## config.mk

```make
export PLATFORM = sky130hd
export DESIGN_NAME = free_list_rrat_flat
export DESIGN_NICKNAME = d
export VERILOG_FILES = /design/src/rtl/free_list_rrat_if.sv /design/src/rtl/free_list_rrat.sv /design/src/flat_wrapper.sv
export SDC_FILE = /design/constraint.sdc
export NUM_CORES = 1
export LEC_CHECK = 0
export ABC_CLOCK_PERIOD_IN_PS = 3600
export CELL_PAD_IN_SITES_DETAIL_PLACEMENT = 0
export CELL_PAD_IN_SITES_GLOBAL_PLACEMENT = 2
export CORE_ASPECT_RATIO = 1.1
export CORE_MARGIN = 1.5
export CORE_UTILIZATION = 36
export CTS_BUF_LIST = sky130_fd_sc_hd__clkbuf_16
export DETAILED_ROUTE_END_ITERATION = 16
export GPL_ROUTABILITY_DRIVEN = 0
export PLACE_DENSITY_LB_ADDON = 0.08
export SETUP_SLACK_MARGIN = 0.02
export SYNTH_ARGS = -nofsm -noshare
export SYNTH_HDL_FRONTEND = slang
export SYNTH_SLANG_ARGS = --single-unit
export TNS_END_PERCENT = 20
```

## constraint.sdc

```tcl
create_clock -name clk -period 3.6 [get_ports clk]
set_input_delay 0.54 -clock clk [delete_from_list [all_inputs] [get_ports clk]]
set_output_delay 0.54 -clock clk [all_outputs]
set_load 0.05 [all_outputs]
```

## src/rtl/free_list_rrat_if.sv

```systemverilog
// Rename/commit-side bundle between the ROB/rename front end and the free list + RRAT.
interface free_list_rrat_if #(
  parameter int unsigned P_REG_NUM = 64
) ();
  localparam int unsigned PW       = $clog2(P_REG_NUM);
  localparam int unsigned FL_DEPTH = P_REG_NUM - 32;
  localparam int unsigned CW       = $clog2(FL_DEPTH) + 1;

  logic          commit;
  logic [4:0]    commit_rd;
  logic [PW-1:0] commit_pd;
  logic          alloc_req;
  logic [PW-1:0] alloc_pd;
  logic          alloc_valid;
  logic          flush;
  logic [PW-1:0] rrat_map [32];
  logic [CW-1:0] free_count;

  // Front end (ROB + rename) drives strobes and consumes the free list / RRAT.
  modport master (
    output commit, commit_rd, commit_pd, alloc_req, flush,
    input  alloc_pd, alloc_valid, rrat_map, free_count
  );

  // Free list + RRAT side.
  modport slave (
    input  commit, commit_rd, commit_pd, alloc_req, flush,
    output alloc_pd, alloc_valid, rrat_map, free_count
  );
endinterface

```

## src/rtl/free_list_rrat.sv

```systemverilog
// Physical-register free list with speculative/retired heads, plus the retirement RAT.
module free_list_rrat #(
  parameter int unsigned P_REG_NUM = 64
) (
  input logic            clk,
  input logic            rst,
  free_list_rrat_if.slave bus
);
  localparam int unsigned PW       = $clog2(P_REG_NUM);
  localparam int unsigned FL_DEPTH = P_REG_NUM - 32;
  localparam int unsigned IW       = $clog2(FL_DEPTH);
  localparam int unsigned CW       = IW + 1;

  logic [PW-1:0] rrat_q [32];
  logic [PW-1:0] rrat_d [32];
  logic [PW-1:0] fl_q [FL_DEPTH];
  logic [PW-1:0] fl_d [FL_DEPTH];
  logic [CW-1:0] head_q, head_d;
  logic [CW-1:0] rhead_q, rhead_d;
  logic [CW-1:0] tail_q, tail_d;

  logic empty_c, full_c, commit_en_c, enq_ok_c, alloc_en_c;

  // Occupancy and qualified strobes; flush wins over allocate, a full list drops the enqueue.
  always_comb begin
    empty_c     = (head_q == tail_q);
    full_c      = (head_q[IW-1:0] == tail_q[IW-1:0]) && (head_q[IW] != tail_q[IW]);
    commit_en_c = bus.commit && (bus.commit_rd != 5'd0);
    enq_ok_c    = commit_en_c && !full_c;
    alloc_en_c  = bus.alloc_req && !empty_c && !bus.flush;
  end

  // Next state: commit frees the old mapping, allocate advances head, flush rewinds head to rhead.
  always_comb begin
    rrat_d  = rrat_q;
    fl_d    = fl_q;
    head_d  = head_q;
    rhead_d = rhead_q;
    tail_d  = tail_q;
    if (enq_ok_c) begin
      fl_d[tail_q[IW-1:0]] = rrat_q[bus.commit_rd];
      rrat_d[bus.commit_rd] = bus.commit_pd;
      tail_d  = tail_q + CW'(1);
      rhead_d = rhead_q + CW'(1);
    end
    if (alloc_en_c) begin
      head_d = head_q + CW'(1);
    end
    if (bus.flush) begin
      head_d = rhead_d;
    end
  end

  // State registers; reset leaves the list full with p32.. in order and an identity RRAT.
  always_ff @(posedge clk) begin
    if (rst) begin
      for (int i = 0; i < 32; i++) begin
        rrat_q[i] <= PW'(i);
      end
      for (int k = 0; k < int'(FL_DEPTH); k++) begin
        fl_q[k] <= PW'(32 + k);
      end
      head_q  <= '0;
      rhead_q <= '0;
      tail_q  <= {1'b1, {IW{1'b0}}};
    end else begin
      rrat_q  <= rrat_d;
      fl_q    <= fl_d;
      head_q  <= head_d;
      rhead_q <= rhead_d;
      tail_q  <= tail_d;
    end
  end

  // Outputs are direct views of registered state.
  assign bus.alloc_pd    = fl_q[head_q[IW-1:0]];
  assign bus.alloc_valid = !empty_c;
  assign bus.free_count  = tail_q - head_q;
  assign bus.rrat_map    = rrat_q;

  // A commit can only free a register that was allocated, so the list can never be full here.
  a_no_overflow: assert property (@(posedge clk) disable iff (rst) !(commit_en_c && full_c))
    else $error("free_list_rrat: enqueue while free list full, commit dropped");

endmodule

```

## src/flat_wrapper.sv

```systemverilog
// flat-port wrapper written by rule: the top's interface ports become plain ports
module free_list_rrat_flat 
#(
  parameter int unsigned P_REG_NUM = 64
)
  (clk, rst, bus_commit, bus_commit_rd, bus_commit_pd, bus_alloc_req, bus_flush, bus_alloc_pd, bus_alloc_valid, bus_rrat_map, bus_free_count);
  free_list_rrat_if #(.P_REG_NUM(P_REG_NUM)) bus_i ();
  input logic clk;
  input logic rst;
  input wire logic [$bits(bus_i.commit)-1:0] bus_commit;
  input wire logic [$bits(bus_i.commit_rd)-1:0] bus_commit_rd;
  input wire logic [$bits(bus_i.commit_pd)-1:0] bus_commit_pd;
  input wire logic [$bits(bus_i.alloc_req)-1:0] bus_alloc_req;
  input wire logic [$bits(bus_i.flush)-1:0] bus_flush;
  output wire logic [$bits(bus_i.alloc_pd)-1:0] bus_alloc_pd;
  output wire logic [$bits(bus_i.alloc_valid)-1:0] bus_alloc_valid;
  output wire logic [$bits(bus_i.rrat_map)-1:0] bus_rrat_map;
  output wire logic [$bits(bus_i.free_count)-1:0] bus_free_count;
  assign bus_i.commit = bus_commit;
  assign bus_i.commit_rd = bus_commit_rd;
  assign bus_i.commit_pd = bus_commit_pd;
  assign bus_i.alloc_req = bus_alloc_req;
  assign bus_i.flush = bus_flush;
  assign bus_alloc_pd = bus_i.alloc_pd;
  assign bus_alloc_valid = bus_i.alloc_valid;
  assign bus_rrat_map = {>>{bus_i.rrat_map}};
  assign bus_free_count = bus_i.free_count;
  free_list_rrat #(.P_REG_NUM(P_REG_NUM)) u_core (.clk(clk), .rst(rst), .bus(bus_i));
endmodule
```

==> impl_results.md <==
* Skew-Pair Late Insertion Delay at 590 ps
* Largest net degree at the start of global routing at 115
* Synth unique cells at 55
* Final hold slack at between 400 and 500 ps
* Boundary pin count at 221
* Core ar. at 50,000 sq um
* Synth Flop Type: dfxtp_1
* Outcome: complete, no violations
* CTS tree: yes
* Area of all placed cells without fillers at approximately 23,000 sq um
* Most frequent cells in the layout: 400 x dfxtp_1, 256 x mux2i_1, 208 x clkdlybuf4s50_1, 190 x a21oi_1, 173 x nor2_1
* Post-synth EDFFs at 0
* Global-route wire length before repair at 97,900 microns
* RR Startpoint: u_core.tail_q[0]
* # clock sinks at 402
* Setup Skew at between 20 and 30 ps
* Synth Warn # at 0
* GR Util All Layers at 0.251
* Initial DRC count at 960
* Reg2reg end: u_core.bus.rrat_map[111]
* Global route overflow at 0
* Critical path origin: u_core.tail_q[0]
* Reg2reg setup slack at 750 ps
* TritonCTS buffer count at 47
* Vias in the first global route at approximately 15,000
* CP Class: reg -> out
* Asr flop ratio synth at 0
* Syn_area_per_cell at 9.86 sq um
* DP Area at ~21,000 sq um
* Final setup TNS at 0 ps
* Worst reg2reg path depth at 9
* Synth-to-Final Area Change at 24.3%
* Max_slew headroom at 0.295
* Antenna violations before repair at 0
* Startpoint Class: flop
* Hold Violations, Final at 0
* Die area at between 50,000 and 60,000 sq um
* Worst Max-Slew Pin Slew at 1050 ps
* 1st-pass router iterations at 5
* CP Max Fanout at 6
* Detail Placement HPWL at ~45,000 microns
* Avg Vias per Cell at 5.47
* Max Cap Violations at 0
* Std cell rows at 86
* Max VDD drop at 0.331 mV
* Critical path arrival at between 2000 and 3000 ps
* Final Total Pwr at 10.8 mW
* Synthesized Nets at 1,878
* RSZ-0062 raised after global routing: no
* WP data required at 3060 ps
* DR WL/cell at 24.0 microns
* Final setup viols at 0
* Period utilization at 0.944
* Most common cell after layout, fill and taps aside: dfxtp_1
* H-tree Lvls at 2
* Layout Cells excl Fill at 2,738
* Pleak at 8.43 nW
* Seq cells post-synth at 402
* Die Height at around 240 microns
* HP Class: reg -> reg
* Clk pin slew, worst setup/hold paths at 60 ps
* Ratio of cells with drive above 1 in the final layout at 0.123
* Vias at approximately 15,000
* Area of the mapped netlist at 18,200 sq um
* Register area share after synthesis at 0.441
* Max Root-Sink Buffers at 3
* CP endpoint kind: output pin
* Routed WL at 65,800 microns
* Critical Path Max Stage Delay at 720 ps
* FMAX at 294 MHz
* Synth Instances at 1,850
* Worst path cell trace: inv_1 -> ha_1 -> nand4_1 -> or3_1 -> clkdlybuf4s50_1
* Nets at 2,071
* Max-slew violation count at 0
* Root buf cell: clkbuf_16
* Pwr dens at 476 nW/um^2
* Tmin final at roughly 3400 ps
* Final ANT Viol Nets at 0
* Initial Utilization at 0.364
* Slowest CP cell: clkdlybuf4s50_1
* Critical Path End: bus_alloc_valid
* Chip Width at 218 microns
* Number of remaining DRC errors at 0
* Port Buffer Count at 220
* Placed cell count at about 2,600
-- registers in the layout, summed over array words and instances, names as in the netlist --
signal               count
u_core.bus.rrat_map    192
u_core.head_q            6
u_core.tail_q            6
u_core.fl_q            192
u_core.rhead_q           6
-- kinds of logic (layout without fill, tap and decap cells) --
logic type,Yosys count,after routing,synth area share
AND/OR/NAND/NOR,553,553,0.166
other,0,1,0
buffers and inverters,175,402,0.0501
flip-flops,402,402,0.441
AO/OA/AOI/OAI,382,382,0.119
adder cells (fa/ha/maj),12,12,0.00864
multiplexers,312,312,0.208
XOR/XNOR,14,14,0.00672
-- where the power goes --
| group | switching (mW) | total, mW | internal, mW |
|---|---|---|---|
| clock | 1.93 | 4.49 | 2.56 |
| combinational | 1.12 | 1.71 | 0.592 |
| sequential | 0.0625 | 4.58 | 4.51 |
-- layer usage --
| layer | vias up | GRT usage | wire (microns) |
|---|---|---|---|
| met1 | 7336 | 0.311 | 27400 |
| met3 | 103 | 0.0590 | 3890 |
| met4 | 0 | 0.0829 | 2110 |
| met2 | 389 | 0.428 | 32400 |
| met5 | - | 0 | 0 |
| li1 | 7152 | - | - |
-- area by class of cell --
type | count | area (sq um)
Antenna cell | 1 | 2.50
Timing Repair Buffer | 302 | 3020
Inverter | 17 | 65.1
Clock buffer | 47 | 1180
Tap cell | 660 | 826
Multi-Input combinational cell | 1273 | 9290
Fill cell | 4810 | 27400
Clock inverter | 36 | 224
Sequential cell | 402 | 8050
-- Yosys cell counts, types with 12 or more instances --
library cell | number | area (sq um)
inv_1 | 16 | 60.1
nor2b_1 | 12 | 75.1
or4_1 | 13 | 97.6
dfxtp_1 | 402 | 8050
a21oi_1 | 190 | 951
o22ai_1 | 48 | 300
mux4_2 | 54 | 1220
buf_6 | 17 | 191
nor3_1 | 135 | 676
o21ai_0 | 78 | 390
nor4_1 | 22 | 138
mux2i_1 | 257 | 2570
nor3_4 | 24 | 390
buf_4 | 23 | 173
a22oi_1 | 35 | 263
buf_1 | 14 | 52.6
nand2_1 | 89 | 334
nor2_1 | 173 | 649
clkbuf_1 | 70 | 263
buf_2 | 34 | 170
-- timing repair --
action,4_1_cts,5_1_grt
hold buffers,0,0
gates resized for setup,4,1
endpoints found under the setup margin,4,6
buffers inserted,0,10
-- critical path: cells and delay by family, from the launching register on --
family                     cells  cell delay, ps
buffers and inverters          2             870
and+or+nand+nor                2             620
DFF                            1             460
adders and majority gates      1             330
-- how the worst min path moves through the flow --
| stage | slack, ps | end | cells after the start | start |
|---|---|---|---|---|
| floorplan | 470 | u_core.fl_q[31] | 2 | u_core.fl_q[31] |
| global placement | 470 | u_core.bus.rrat_map[187] | 1 | u_core.bus.rrat_map[187] |
| detailed placement | 480 | u_core.bus.rrat_map[187] | 1 | u_core.bus.rrat_map[187] |
| CTS | 460 | u_core.bus.rrat_map[176] | 2 | rst |
| global route | 500 | u_core.bus.rrat_map[69] | 2 | rst |
| finish | 490 | u_core.bus.rrat_map[187] | 1 | u_core.bus.rrat_map[187] |
-- metrics by stage --
stage | worst slack [ps] | util
floorplan | 357 | -
global placement | 150 | 0.423
detailed placement | 95.0 | 0.423
CTS | 19.2 | 0.451
global route | 83.4 | 0.453
finish | 202 | 0.453
(Power assumes the default switching activity.)
